--- config.mk ---
export PLATFORM = sky130hd
export DESIGN_NAME = btb_upd_ctrl
export DESIGN_NICKNAME = d
export VERILOG_FILES = /design/src/rtl/btb_upd_ctrl_pkg.sv /design/src/rtl/btb_rt_fifo.sv /design/src/rtl/btb_upd_ctrl.sv
export SDC_FILE = /design/constraint.sdc
export NUM_CORES = 1
export LEC_CHECK = 0
export ABC_AREA = 1
export CORE_ASPECT_RATIO = 1.2
export CORE_MARGIN = 4
export CORE_UTILIZATION = 52
export DETAILED_ROUTE_END_ITERATION = 10
export GPL_TIMING_DRIVEN = 0
export HOLD_SLACK_MARGIN = 0.06
export PLACE_DENSITY = 0.91
export SETUP_SLACK_MARGIN = 0.05
export SYNTH_ARGS = -nofsm -noshare
export SYNTH_HDL_FRONTEND = slang
export SYNTH_SLANG_ARGS = --single-unit
--- constraint.sdc ---
create_clock -name clock -period 11.7 [get_ports clock]
set_clock_uncertainty 0.15 [all_clocks]
set_input_delay 2.34 -clock clock [delete_from_list [all_inputs] [get_ports clock]]
set_output_delay 2.34 -clock clock [all_outputs]
set_load 0.01 [all_outputs]
--- src/rtl/btb_upd_ctrl_pkg.sv ---
// Shared fetch-side definitions for the BTB update controller: table geometry,
// branch type encodings, retire-queue entry layout and controller states.
package btb_upd_ctrl_pkg;

  localparam int unsigned BTB_IDX_W   = 8;
  localparam int unsigned BTB_ENTRIES = 256;

  localparam logic [1:0] BR_COND = 2'd0;
  localparam logic [1:0] BR_JUMP = 2'd1;
  localparam logic [1:0] BR_CALL = 2'd2;
  localparam logic [1:0] BR_RET  = 2'd3;

  localparam int unsigned RT_ENTRY_W = 129;

  typedef struct packed {
    logic        brdir;
    logic [63:0] brpc;
    logic [63:0] taken_addr;
  } rt_entry_t;

  typedef enum logic {
    ST_IDLE,
    ST_FLUSH
  } upd_state_e;

endpackage

--- src/rtl/btb_rt_fifo.sv ---
// Synchronous retire-update queue with full/empty flags and a clear that
// overrides any same-cycle push or pop.
module btb_rt_fifo
  import btb_upd_ctrl_pkg::*;
#(
  parameter int unsigned DEPTH = 4
) (
  input  logic      clock,
  input  logic      reset,
  input  logic      clear_i,
  input  logic      push_i,
  input  logic      pop_i,
  input  rt_entry_t wdata_i,
  output rt_entry_t rdata_o,
  output logic      full_o,
  output logic      empty_o
);

  localparam int unsigned PTR_W = $clog2(DEPTH);

  rt_entry_t        mem_q [DEPTH];
  logic [PTR_W-1:0] wr_ptr_q;
  logic [PTR_W-1:0] rd_ptr_q;
  logic [PTR_W:0]   count_q;
  logic             do_push;
  logic             do_pop;

  assign full_o  = (count_q == (PTR_W + 1)'(DEPTH));
  assign empty_o = (count_q == '0);
  assign do_push = push_i && !full_o;
  assign do_pop  = pop_i && !empty_o;
  assign rdata_o = mem_q[rd_ptr_q];

  always_ff @(posedge clock) begin
    if (do_push && !clear_i) begin
      mem_q[wr_ptr_q] <= wdata_i;
    end
  end

  // DEPTH is a power of two, so the pointers wrap by natural overflow.
  always_ff @(posedge clock) begin
    if (reset || clear_i) begin
      wr_ptr_q <= '0;
      rd_ptr_q <= '0;
      count_q  <= '0;
    end else begin
      if (do_push) wr_ptr_q <= wr_ptr_q + 1'b1;
      if (do_pop)  rd_ptr_q <= rd_ptr_q + 1'b1;
      case ({do_push, do_pop})
        2'b10:   count_q <= count_q + 1'b1;
        2'b01:   count_q <= count_q - 1'b1;
        default: count_q <= count_q;
      endcase
    end
  end

endmodule

--- src/rtl/btb_upd_ctrl.sv ---
// BTB write-port scheduler: fetch1 allocations, queued retire updates and a
// full-table invalidate sweep share one registered write interface.
// Optional retire starvation guard: define BTB_UPD_STARVE_GUARD_EN.
module btb_upd_ctrl
  import btb_upd_ctrl_pkg::*;
#(
  parameter int unsigned RT_DEPTH     = 4,
  parameter int unsigned STARVE_LIMIT = 3
) (
  input  logic                 clock,
  input  logic                 reset,
  input  logic                 sp_req_i,
  input  logic [2:0]           sp_brpos_i,
  input  logic [1:0]           sp_brtyp_i,
  input  logic [1:0]           sp_ras_ctl_i,
  input  logic [63:0]          sp_brpc_i,
  input  logic [63:0]          sp_brtar_i,
  input  logic                 rt_req_i,
  input  logic                 rt_brdir_i,
  input  logic [63:0]          rt_brpc_i,
  input  logic [63:0]          rt_taken_addr_i,
  output logic                 rt_full_o,
  input  logic                 flush_req_i,
  output logic                 flush_busy_o,
  output logic                 sp_drop_o,
  output logic                 rt_drop_o,
  output logic                 btb_sp_we_o,
  output logic [2:0]           btb_sp_brpos_o,
  output logic [1:0]           btb_sp_brtyp_o,
  output logic [1:0]           btb_sp_ras_ctl_o,
  output logic [63:0]          btb_sp_brpc_o,
  output logic [63:0]          btb_sp_brtar_o,
  output logic                 btb_rt_we_o,
  output logic                 btb_rt_brdir_o,
  output logic [63:0]          btb_rt_brpc_o,
  output logic [63:0]          btb_taken_addr_o,
  output logic                 btb_inv_we_o,
  output logic [BTB_IDX_W-1:0] btb_inv_idx_o
);

  upd_state_e           state_q;
  logic [BTB_IDX_W-1:0] inv_idx_q;
  logic                 inv_we_q;
  logic                 sp_we_q, rt_we_q, sp_drop_q, rt_drop_q;
  logic [2:0]           sp_brpos_q;
  logic [1:0]           sp_brtyp_q, sp_ras_ctl_q;
  logic [63:0]          sp_brpc_q, sp_brtar_q;
  rt_entry_t            rt_out_q;

  rt_entry_t fifo_wdata, fifo_head;
  logic      fifo_full, fifo_empty;
  logic      in_idle, arb_ok, start_flush, force_rt;
  logic      sp_win, do_pop, do_push;

  assign in_idle     = (state_q == ST_IDLE);
  assign start_flush = in_idle && flush_req_i;
  // A same-cycle flush request takes the port away from both requesters.
  assign arb_ok      = in_idle && !flush_req_i;
  assign sp_win      = arb_ok && sp_req_i && !force_rt;
  assign do_pop      = arb_ok && !fifo_empty && (!sp_req_i || force_rt);
  assign do_push     = arb_ok && rt_req_i && !fifo_full;
  assign fifo_wdata  = '{brdir: rt_brdir_i, brpc: rt_brpc_i, taken_addr: rt_taken_addr_i};

`ifdef BTB_UPD_STARVE_GUARD_EN
  localparam int unsigned STV_W = $clog2(STARVE_LIMIT + 1);
  logic [STV_W-1:0] starve_q, starve_d;

  assign force_rt = !fifo_empty && (starve_q == STV_W'(STARVE_LIMIT));

  always_comb begin
    starve_d = starve_q;
    if (!arb_ok || fifo_empty || do_pop) starve_d = '0;
    else if (sp_win)                     starve_d = starve_q + 1'b1;
  end

  always_ff @(posedge clock) begin
    if (reset) starve_q <= '0;
    else       starve_q <= starve_d;
  end
`else
  assign force_rt = 1'b0;
`endif

  btb_rt_fifo #(.DEPTH(RT_DEPTH)) u_rt_fifo (
    .clock   (clock),
    .reset   (reset),
    .clear_i (start_flush),
    .push_i  (do_push),
    .pop_i   (do_pop),
    .wdata_i (fifo_wdata),
    .rdata_o (fifo_head),
    .full_o  (fifo_full),
    .empty_o (fifo_empty)
  );

  // Controller FSM with every write-port and pulse output registered here.
  always_ff @(posedge clock) begin
    if (reset) begin
      state_q      <= ST_IDLE;
      inv_idx_q    <= '0;
      inv_we_q     <= 1'b0;
      sp_we_q      <= 1'b0;
      rt_we_q      <= 1'b0;
      sp_drop_q    <= 1'b0;
      rt_drop_q    <= 1'b0;
      sp_brpos_q   <= '0;
      sp_brtyp_q   <= '0;
      sp_ras_ctl_q <= '0;
      sp_brpc_q    <= '0;
      sp_brtar_q   <= '0;
      rt_out_q     <= '0;
    end else begin
      sp_we_q   <= sp_win;
      rt_we_q   <= do_pop;
      sp_drop_q <= sp_req_i && !sp_win;
      rt_drop_q <= rt_req_i && !do_push;
      if (sp_win) begin
        sp_brpos_q   <= sp_brpos_i;
        sp_brtyp_q   <= sp_brtyp_i;
        sp_ras_ctl_q <= sp_ras_ctl_i;
        sp_brpc_q    <= sp_brpc_i;
        sp_brtar_q   <= sp_brtar_i;
      end
      if (do_pop) rt_out_q <= fifo_head;
      case (state_q)
        ST_IDLE: begin
          if (flush_req_i) begin
            state_q   <= ST_FLUSH;
            inv_we_q  <= 1'b1;
            inv_idx_q <= '0;
          end
        end
        ST_FLUSH: begin
          if (inv_idx_q == BTB_IDX_W'(BTB_ENTRIES - 1)) begin
            state_q   <= ST_IDLE;
            inv_we_q  <= 1'b0;
            inv_idx_q <= '0;
          end else begin
            inv_idx_q <= inv_idx_q + 1'b1;
          end
        end
        default: begin
          state_q  <= ST_IDLE;
          inv_we_q <= 1'b0;
        end
      endcase
    end
  end

  assign rt_full_o        = fifo_full || (state_q == ST_FLUSH);
  assign flush_busy_o     = (state_q == ST_FLUSH);
  assign sp_drop_o        = sp_drop_q;
  assign rt_drop_o        = rt_drop_q;
  assign btb_sp_we_o      = sp_we_q;
  assign btb_sp_brpos_o   = sp_brpos_q;
  assign btb_sp_brtyp_o   = sp_brtyp_q;
  assign btb_sp_ras_ctl_o = sp_ras_ctl_q;
  assign btb_sp_brpc_o    = sp_brpc_q;
  assign btb_sp_brtar_o   = sp_brtar_q;
  assign btb_rt_we_o      = rt_we_q;
  assign btb_rt_brdir_o   = rt_out_q.brdir;
  assign btb_rt_brpc_o    = rt_out_q.brpc;
  assign btb_taken_addr_o = rt_out_q.taken_addr;
  assign btb_inv_we_o     = inv_we_q;
  assign btb_inv_idx_o    = inv_idx_q;

endmodule

=== After elaboration in Yosys (flattened, before gate mapping) ===
Memory sizes are Yosys's and may differ from the RTL's. A register that Yosys moved wholly into a read port is not among the register bits.
Cells that the tools add are included.

* Logic and storage cells: 64
* Output and inout bits: 279
* Memory bits (writable): 516
* Flip-flop bits (word level): 156
* Memories kept: 1

{| class="wikitable"
|+ Memory list
! memory !! depth !! bits a word !! read ports !! clocked after Yosys merged registers in !! wr ports !! line !! RTL
|-
| u_rt_fifo.mem_q || 4 || 129 || 1 || 1 || 1 || btb_rt_fifo.sv:21 || <nowiki>rt_entry_t mem_q [DEPTH];</nowiki>
|}

* Bitwise logic cells: 1
* Multiplexer cells: 12
* Eq/ne operators: 6
* Reductions and logical operators: 24
* Add/sub/neg operators: 5

{| class="wikitable"
|+ Operators by type and width
! operator !! number
|-
| 8-bit 2-to-1 mux || 2
|-
| 8-bit case mux with 2 select lines || 1
|-
| 1-bit logical AND || 12
|-
| 8-bit by 1-bit adder with 8-bit output (second input constant) || 1
|-
| 8-bit == test (second input constant) || 1
|-
| 1-bit zero test || 7
|-
| 1-bit 2-to-1 mux || 6
|-
| 3-bit case mux with 2 select lines || 1
|-
| 2-bit by 1-bit adder with 2-bit output (second input constant) || 2
|-
| 1-bit case mux with 2 select lines || 2
|-
| 3-bit by 1-bit adder with 3-bit output (second input constant) || 1
|-
| 3-bit == test (second input constant) || 1
|-
| 3-bit zero test || 1
|-
| 3-bit by 1-bit subtractor with 3-bit output (second input constant) || 1
|-
| 2-bit by 1-bit == test with 1-bit output (second input constant) || 1
|-
| 2-bit == test (second input constant) || 1
|-
| 1-bit logical OR || 2
|-
| 2-bit by 1-bit inequality test with 1-bit output (second input constant) || 1
|-
| 2-bit inequality test (second input constant) || 1
|-
| 2-bit AND reduction || 1
|-
| 2-bit nonzero test || 1
|-
| 1-bit inverter || 1
|}

=== Longest topological paths before layout ===
Gate-level depths: netlist of run 1.

* Depth after elaboration: 8
* Gate-level depth with buffers: 14

=== Cells and area by module ===
From an unflattened synthesis of run 1, not the netlist that was laid out.

* Cells, all modules: 2560
* Area total of the unflattened synthesis: 29328.1 µm²

{| class="wikitable"
|+ By module, submodules not included
! module !! area each (µm²) !! sequential area each (µm²) !! instances !! cells each
|-
| btb_rt_fifo || 19653.8 || 15675.0 || 1 || 1325
|-
| btb_upd_ctrl || 9674.3 || 5565.3 || 1 || 1235
|}

=== Worst setup path before layout of run 1 ===
Ideal clock, no wire load.

* Path type: input to register
* Start point: in flush_req_i
* End point: mem u_rt_fifo.mem_q[0][0] in the netlist's numbering (enable)
* Cell stages on the path: 3
* Buffers on the path: 0
* Arrival: 8.203 ns
* Data required time: 10.931 ns
* Library setup time: 0.619 ns
* Setup slack: 2.727 ns
* Cell sequence: nor2_4 -> nand3_1 -> nor2_1

* Cells in the longest elaborated chain, start to end: 8

{| class="wikitable"
|+ RTL lines
! element !! line !! RTL
|-
| from (decl) || btb_upd_ctrl.sv:23 || <nowiki>input logic flush_req_i,</nowiki>
|-
| 1-bit zero test || btb_upd_ctrl.sv:58 || <nowiki>assign arb_ok = in_idle && !flush_req_i;</nowiki>
|-
| 1-bit logical AND || btb_upd_ctrl.sv:58 ||
|-
| 1-bit logical AND (2 in series) || btb_upd_ctrl.sv:61 || <nowiki>assign do_push = arb_ok && rt_req_i && !fifo_full;</nowiki>
|-
| 1-bit logical AND || btb_rt_fifo.sv:30 || <nowiki>assign do_push = push_i && !full_o;</nowiki>
|-
| 1-bit logical AND (*) || btb_rt_fifo.sv:35 || <nowiki>if (do_push && !clear_i) begin</nowiki>
|-
| 1-bit 2-to-1 mux (*) || btb_rt_fifo.sv:35 ||
|-
| 1-bit 2-to-1 mux (implied by the code) (*) || btb_rt_fifo.sv:36 || <nowiki>mem_q[wr_ptr_q] <= wdata_i;</nowiki>
|-
| to (decl) || btb_rt_fifo.sv:21 ||
|}

Every way passes the cells marked *; elsewhere a longest branch is shown, timed or not.

=== Final worst setup path of run 1 ===
* Start point: in flush_req_i
* End point: reg u_rt_fifo.count_q[2]

* Cells in the longest elaborated chain, start to end: 7

{| class="wikitable"
|+ RTL lines
! element !! line !! RTL
|-
| 1-bit zero test (*) || btb_upd_ctrl.sv:58 ||
|-
| 1-bit logical AND (*) || btb_upd_ctrl.sv:58 ||
|-
| 1-bit logical AND (*) (2 in series) || btb_upd_ctrl.sv:60 || <nowiki>assign do_pop = arb_ok && !fifo_empty && (!sp_req_i || force_rt);</nowiki>
|-
| 1-bit logical AND (*) || btb_rt_fifo.sv:31 || <nowiki>assign do_pop = pop_i && !empty_o;</nowiki>
|-
| named net u_rt_fifo.do_pop || btb_rt_fifo.sv:26 || <nowiki>logic do_pop;</nowiki>
|-
| 2-bit by 1-bit == test with 1-bit output or 2-bit == test (tied branches) || btb_rt_fifo.sv:49 || <nowiki>case ({do_push, do_pop})</nowiki>
|-
| 3-bit case mux with 2 select lines or 2-bit nonzero test (tied branches) || n/a ||
|-
| to (signal assigned) || btb_rt_fifo.sv:50 || <nowiki>2'b10: count_q <= count_q + 1'b1;</nowiki>
|-
| to (signal assigned) || btb_rt_fifo.sv:51 || <nowiki>2'b01: count_q <= count_q - 1'b1;</nowiki>
|-
| to (signal assigned) || btb_rt_fifo.sv:52 || <nowiki>default: count_q <= count_q;</nowiki>
|-
| to (decl) || btb_rt_fifo.sv:24 || <nowiki>logic [PTR_W:0] count_q;</nowiki>
|}

Mark *: on every way through the listed nets, which the timed path passes. The rest lies on a longest branch.
A chain may end at the register's enable or synchronous reset.

==> results of run 1 <==
==> cells in the mapped netlist <==
cell type,n
o21ai_0,537
ha_1,6
clkbuf_1,81
o31ai_1,1
nand2_1,29
nand3_2,1
buf_6,11
clkinv_2,1
fa_1,1
clkinv_1,1
nor2_4,1
o21ai_1,123
buf_2,53
nand3_1,11
a21oi_1,14
inv_2,2
nand2_2,1
nor2_1,937
dfxtp_1,285
buf_4,15
nor3_1,2
buf_1,13
xor2_1,1
edfxtp_1,516
inv_1,24
==> worst min path at each step <==
| stage | endpoint | slack, ns |
|---|---|---|
| 6_report | btb_sp_brpc_o[60] | 0.33 |
| 5_1_grt | btb_sp_brpc_o[35] | 0.35 |
| 4_1_cts | btb_sp_brtar_o[22] | 0.33 |
| 3_3_place_gp | btb_sp_brtar_o[0] | 0.31 |
| 3_5_place_dp | btb_inv_we_o | 0.32 |
| 2_1_floorplan | u_rt_fifo.count_q[1] | 0.31 |
==> metal layers <==
| layer | routed length, µm | global-route usage | vias up |
|---|---|---|---|
| met2 | 47400 | 0.513 | 1423 |
| li1 | - | - | 10500 |
| met5 | 23 | 0 | - |
| met3 | 9460 | 0.0848 | 360 |
| met1 | 31400 | 0.323 | 11200 |
| met4 | 6080 | 0.179 | 4 |
==> area by class of cell <==
type	count	area, µm²	share of cell area
sequential	801	21200	0.548
multi-input combinational	1665	7230	0.187
timing repair buffer	564	5830	0.151
clock buffer	105	2150	0.0556
tap	727	910	0.0235
buffer	173	855	0.0221
clock inverter	32	317	0.00818
inverter	28	106	0.00275
antenna	36	90.1	0.00233
==> logic make-up after synthesis <==
group	count (synthesis)	synth area share
simple gates	982	0.127
flops	801	0.722
compound gates	675	0.115
buf+inv	201	0.0327
fa+ha+maj	7	0.00324
xor+xnor	1	0.000298
==> worst register-to-register path, delay by kind of cell (launching register included) <==
family                     cells  cell delay (ns)
and+or+nand+nor                5             0.88
buffers and inverters          4             0.87
adders and majority gates      2             0.56
DFF                            1             0.41
AOI/OAI and AO/OA              2             0.32
==> sequential cells by signal, indices dropped and copies added, names as in the netlist, 2 cells and up <==
name	count
u_rt_fifo.mem_q	516
btb_rt_brpc_o	64
btb_sp_brpc_o	64
btb_sp_brtar_o	64
btb_taken_addr_o	64
btb_inv_idx_o	8
btb_sp_brpos_o	3
u_rt_fifo.count_q	3
btb_sp_brtyp_o	2
btb_sp_ras_ctl_o	2
u_rt_fifo.rd_ptr_q	2
u_rt_fifo.wr_ptr_q	2
==> metrics by stage <==
| step | instances | hold slack (ns) | total power [mW] | util | setup TNS (ns) |
|---|---|---|---|---|---|
| after floorplan | 2667 | 0.309 | 3.31 | - | 0 |
| after global placement | 3940 | 0.312 | 3.55 | 0.638 | -1049.37 |
| after detailed placement | 3958 | 0.320 | 3.56 | 0.645 | 0 |
| after CTS | 4095 | 0.334 | 5.97 | 0.690 | 0 |
| after global routing | 4118 | 0.353 | 6.12 | 0.691 | 0 |
| final | 4131 | 0.330 | 5.96 | 0.691 | 0 |
==> where the power goes <==
part / total, mW / leakage [nW] / internal, mW / switching (mW)
registers: 3.10 / 6.99 / 3.07 / 0.0306
clock network: 2.45 / 1.21 / 1.39 / 1.07
logic: 0.403 / 5.55 / 0.200 / 0.204
==> metrics.txt, run 1 <==
die area=0.0604 mm²; largest net degree at the start of global routing=30; fmax=195 MHz; Slew Limit Fails=0; Max Cap Violations=0; CP dominant cell by count=nand2_1; Tightest Pin Transition=0.902 ns; Syn Inst Count=2667; # fillers=3638; Final WS setup=6.58 ns; Hold-fix buffers, CTS=0; postcts setup bufs=0; number of buffer and inverter stages on the critical path=5; layout cells sized above 1=0.0662; Slew headroom=0.397; CTS resizes=0; IO buf count=546; Initial DRC Count=2629; FF+latch count, synth=801; Slowest-stage cell, CP=clkdlybuf4s50_1; initial core utilization=0.525; status=finished, final reports clean; Worst Path Required=12.12 ns; final setup fails=0; deepest clock path buffer count=3; Hold Path Class=register to register; top post-synthesis cells by area=edfxtp_1 (53%), dfxtp_1 (19%), nor2_1 (12%), o21ai_0 (9.2%), o21ai_1 (2.1%); Reg2Reg Capture Point=u_rt_fifo.count_q[2]; grt ovf=0; Tcrit/Tclk final=0.437; synth unique cells=25; TritonRoute pass-1 iters=8; CTS tree=yes; gp weighted congestion=0.917; min Tclk post-route=5.12 ns; H-tree level count=3; Hold Crit Start=btb_sp_brpc_o[60]; via/cell ratio=5.67; vias in the first global route=22900; r2r setup slk=8.48 ns; Overall Global Routing Usage=0.296; R2R Path Start=flush_busy_o; most frequent cells in the layout=nor2_1 (933), clkdlybuf4s50_1 (546), o21ai_0 (537); Crit. path cell count=14; hold path depth=2; WL per Instance=22.8 µm; clk root buf=clkbuf_16; initial antenna violation count=36; Avg Cell Area, Syn=11.0 µm²; Critical Path Start=flush_req_i; worst slack, placed=5.97 ns; Leak=13.7 nW; Final Hold Violating Endpoints=0; CP max FO=10; CTS Buf Count=76; Die Height=268 µm; cell taking the most area after synthesis=edfxtp_1; drt drc=0; Placed Area=0.0361 mm²; most common library cell in the layout ignoring fill and taps=nor2_1; Detail Route Antenna Nets=0; top cell type's share of synthesized area=0.528; Crit. End Element=register; CTS clk-pin slew, worst paths=0.06 ns; Area Overhead vs Synth=31.8%; Critical Path Source Type=input port; Die Span X=225 µm; R2R cell count=13; Synth Warn #=0; vias after detailed routing=23400; Routed WL=94300 µm; pwr/cell area=154 mW/mm²; Num Clock Sinks=801; placed wire-length estimate=64600 µm; CP top delay family=buffers and inverters; destination of the critical timing path=u_rt_fifo.count_q[2]; sequential area share after synthesis=0.722; Syn Nets=2943; CP Data Arrival Time=5.53 ns; synthesized cell area=0.0294 mm²; core box area=0.0560 mm²; first-pass GRT wire length=136000 µm; WS Path Type=input port to register; peak supply drop=0.000165 V; IO Pins=548; slowest stage delay, CP=0.53 ns; design area=0.0387 mm²; RSZ-0062 raised after global routing=no; # rows=95; CP Cell Sequence=clkdlybuf4s50_1 > nor2_4 > nand3_2 > inv_2 > buf_6 > buf_4 > ha_1 > inv_1 > fa_1 > a21oi_1 > o21ai_0 > nand2_1 > nand2_1 > nor2_1; nets=3585; clock latency on the worst-skew pair=0.63 ns
Note: power is estimated with default switching activity, not from simulation.
==> inputs of run 2 (changes only) <==
--- a/config.mk
+++ b/config.mk
@@ -8,11 +8,11 @@
 export ABC_AREA = 1
 export CORE_ASPECT_RATIO = 1.2
 export CORE_MARGIN = 4
-export CORE_UTILIZATION = 52
+export CORE_UTILIZATION = 47
 export DETAILED_ROUTE_END_ITERATION = 10
 export GPL_TIMING_DRIVEN = 0
 export HOLD_SLACK_MARGIN = 0.06
-export PLACE_DENSITY = 0.91
+export PLACE_DENSITY = 0.87
 export SETUP_SLACK_MARGIN = 0.05
 export SYNTH_ARGS = -nofsm -noshare
 export SYNTH_HDL_FRONTEND = slang
==> constraint.sdc (replaced) <==
create_clock -name clock -period 4.42 [get_ports clock]
set_clock_uncertainty 0.15 [all_clocks]
set_input_delay 0.884 -clock clock [delete_from_list [all_inputs] [get_ports clock]]
set_output_delay 0.884 -clock clock [all_outputs]
set_load 0.01 [all_outputs]
==> run 2 against run 1 <==
Effect of this change: largest power group unchanged; combinational power rose to 2.7 times the previous value; core utilization decreased by 6.2 points; critical endpoint is now u_rt_fifo.mem_q[0][55]; setup slack got worse by 5.9 ns.
==> metrics.txt, run 2 (same netlist as run 1, synthesis figures left out) <==
status=finished, final reports clean; drt drc=0; clk root buf=clkbuf_16; initial core utilization=0.474; Die Height=282 µm; utilization after layout=0.629; Slew Limit Fails=0; gp weighted congestion=0.898; worst hold slack=0.333 ns; CTS tree=yes; Finished Layout Cells=4204; Area Overhead vs Synth=32.6%; largest register by flop count=u_rt_fifo.mem_q; via/cell ratio=5.50; initial antenna violation count=20; total chip power=16.1 mW; min Tclk post-route=3.71 ns; Final Hold Violating Endpoints=0; vias in the first global route=22700; Crit. End Element=register; Detail Route Antenna Nets=0; final setup fails=0; most common library cell in the layout ignoring fill and taps=nor2_1; Slew headroom=0.366; Leak=13.8 nW; setup TNS=0 ns; Hold Crit Start=btb_sp_brtar_o[2]; CP max FO=29; nets=3588; Initial DRC Count=2239; Worst Path Required=4.58 ns; first-pass GRT wire length=136000 µm; CTS clk-pin slew, worst paths=0.06 ns; grt ovf=0; Tcrit/Tclk final=0.840; Overall Global Routing Usage=0.267; Critical Path Start=flush_req_i; most frequent cells in the layout=nor2_1 (933), clkdlybuf4s50_1 (546), o21ai_0 (537); Die Span X=236 µm; Tightest Pin Transition=0.949 ns; Hold Path Class=register to register; # rows=100; postcts setup bufs=0; # fillers=4476; fmax=269 MHz; clock latency on the worst-skew pair=0.63 ns; Max Cap Violations=0; IO Pins=548; max FFs per register=516; deepest clock path buffer count=3; H-tree level count=3; Critical Path Source Type=input port; Hold-fix buffers, CTS=0; Cells after DPL=4048; CTS resizes=0; WS Path Type=input port to register; RSZ-0062 raised after global routing=no; WL per Instance=22.3 µm; R2R Path Start=flush_busy_o; vias after detailed routing=23100; CTS Buf Count=78; largest net degree at the start of global routing=30; layout cells sized above 1=0.0667; Routed WL=93700 µm; pwr/cell area=414 mW/mm²; Num Clock Sinks=801; die area=0.0666 mm²; peak supply drop=0.000348 V; IO buf count=546; CP Data Arrival Time=3.87 ns; TritonRoute pass-1 iters=6; core box area=0.0619 mm²; placed wire-length estimate=64600 µm
## run 2: changes by cell type in the layout (fill, tap and decap cells not counted), moves of 4 or more
cell,previous run,this run
diode_2,36,13
clkbuf_8,12,2
clkinv_1,7,17
bufinv_16,4,10
clkbuf_16,77,81
clkbuf_1,96,91
## run 2: metal layers
metal,part of all wire,vias up,GRT usage
li1,-,10500,-
met1,0.34,11000,0.295
met2,0.51,1364,0.477
met3,0.086,297,0.0572
met4,0.061,6,0.157
met5,0.00044,-,0
## run 2: cell type report
cell class / count / area, µm² / share of cell area
clock inverter: 50 / 534 / 0.0137
antenna: 13 / 32.5 / 0.000835
tap: 816 / 1020 / 0.0262
buffer: 173 / 855 / 0.0219
sequential: 801 / 21200 / 0.544
timing repair buffer: 565 / 5880 / 0.151
multi-input combinational: 1665 / 7230 / 0.186
clock buffer: 93 / 2090 / 0.0537
inverter: 28 / 106 / 0.00273
## run 2: final timing paths
path	to	slack, ns	depth (start not counted)
hold / removal	btb_sp_brtar_o[2]	0.33	2
setup / recovery	u_rt_fifo.mem_q[0][55]	0.71	7
hold reg to reg	btb_sp_brtar_o[2]	0.33	2
setup reg to reg	u_rt_fifo.mem_q[0][55]	1.13	6
## run 2: critical path, stage by stage
cell,delay [ns]
clkdlybuf4s50_1,0.52
nor2_4,0.35
nand3_1,0.48
nor2_4,0.90
buf_16,0.26
buf_16,0.19
buf_12,0.22
## run 2: report_power, final
| group | switching (mW) | leakage, nW | internal [mW] |
|---|---|---|---|
| sequential | 0.0793 | 6.99 | 8.14 |
| clock | 2.85 | 1.27 | 3.98 |
| combinational | 0.543 | 5.57 | 0.533 |
| total | 3.48 | 13.8 | 12.7 |
## run 2: metrics by stage
step / area (µm²) / worst slack, ns
after global routing: 38900 / 0.547
final: 38900 / 0.708
after detailed placement: 36300 / 0.0604
after CTS: 38900 / 0.706
after floorplan: 29400 / -0.970
after global placement: 35900 / -4.31
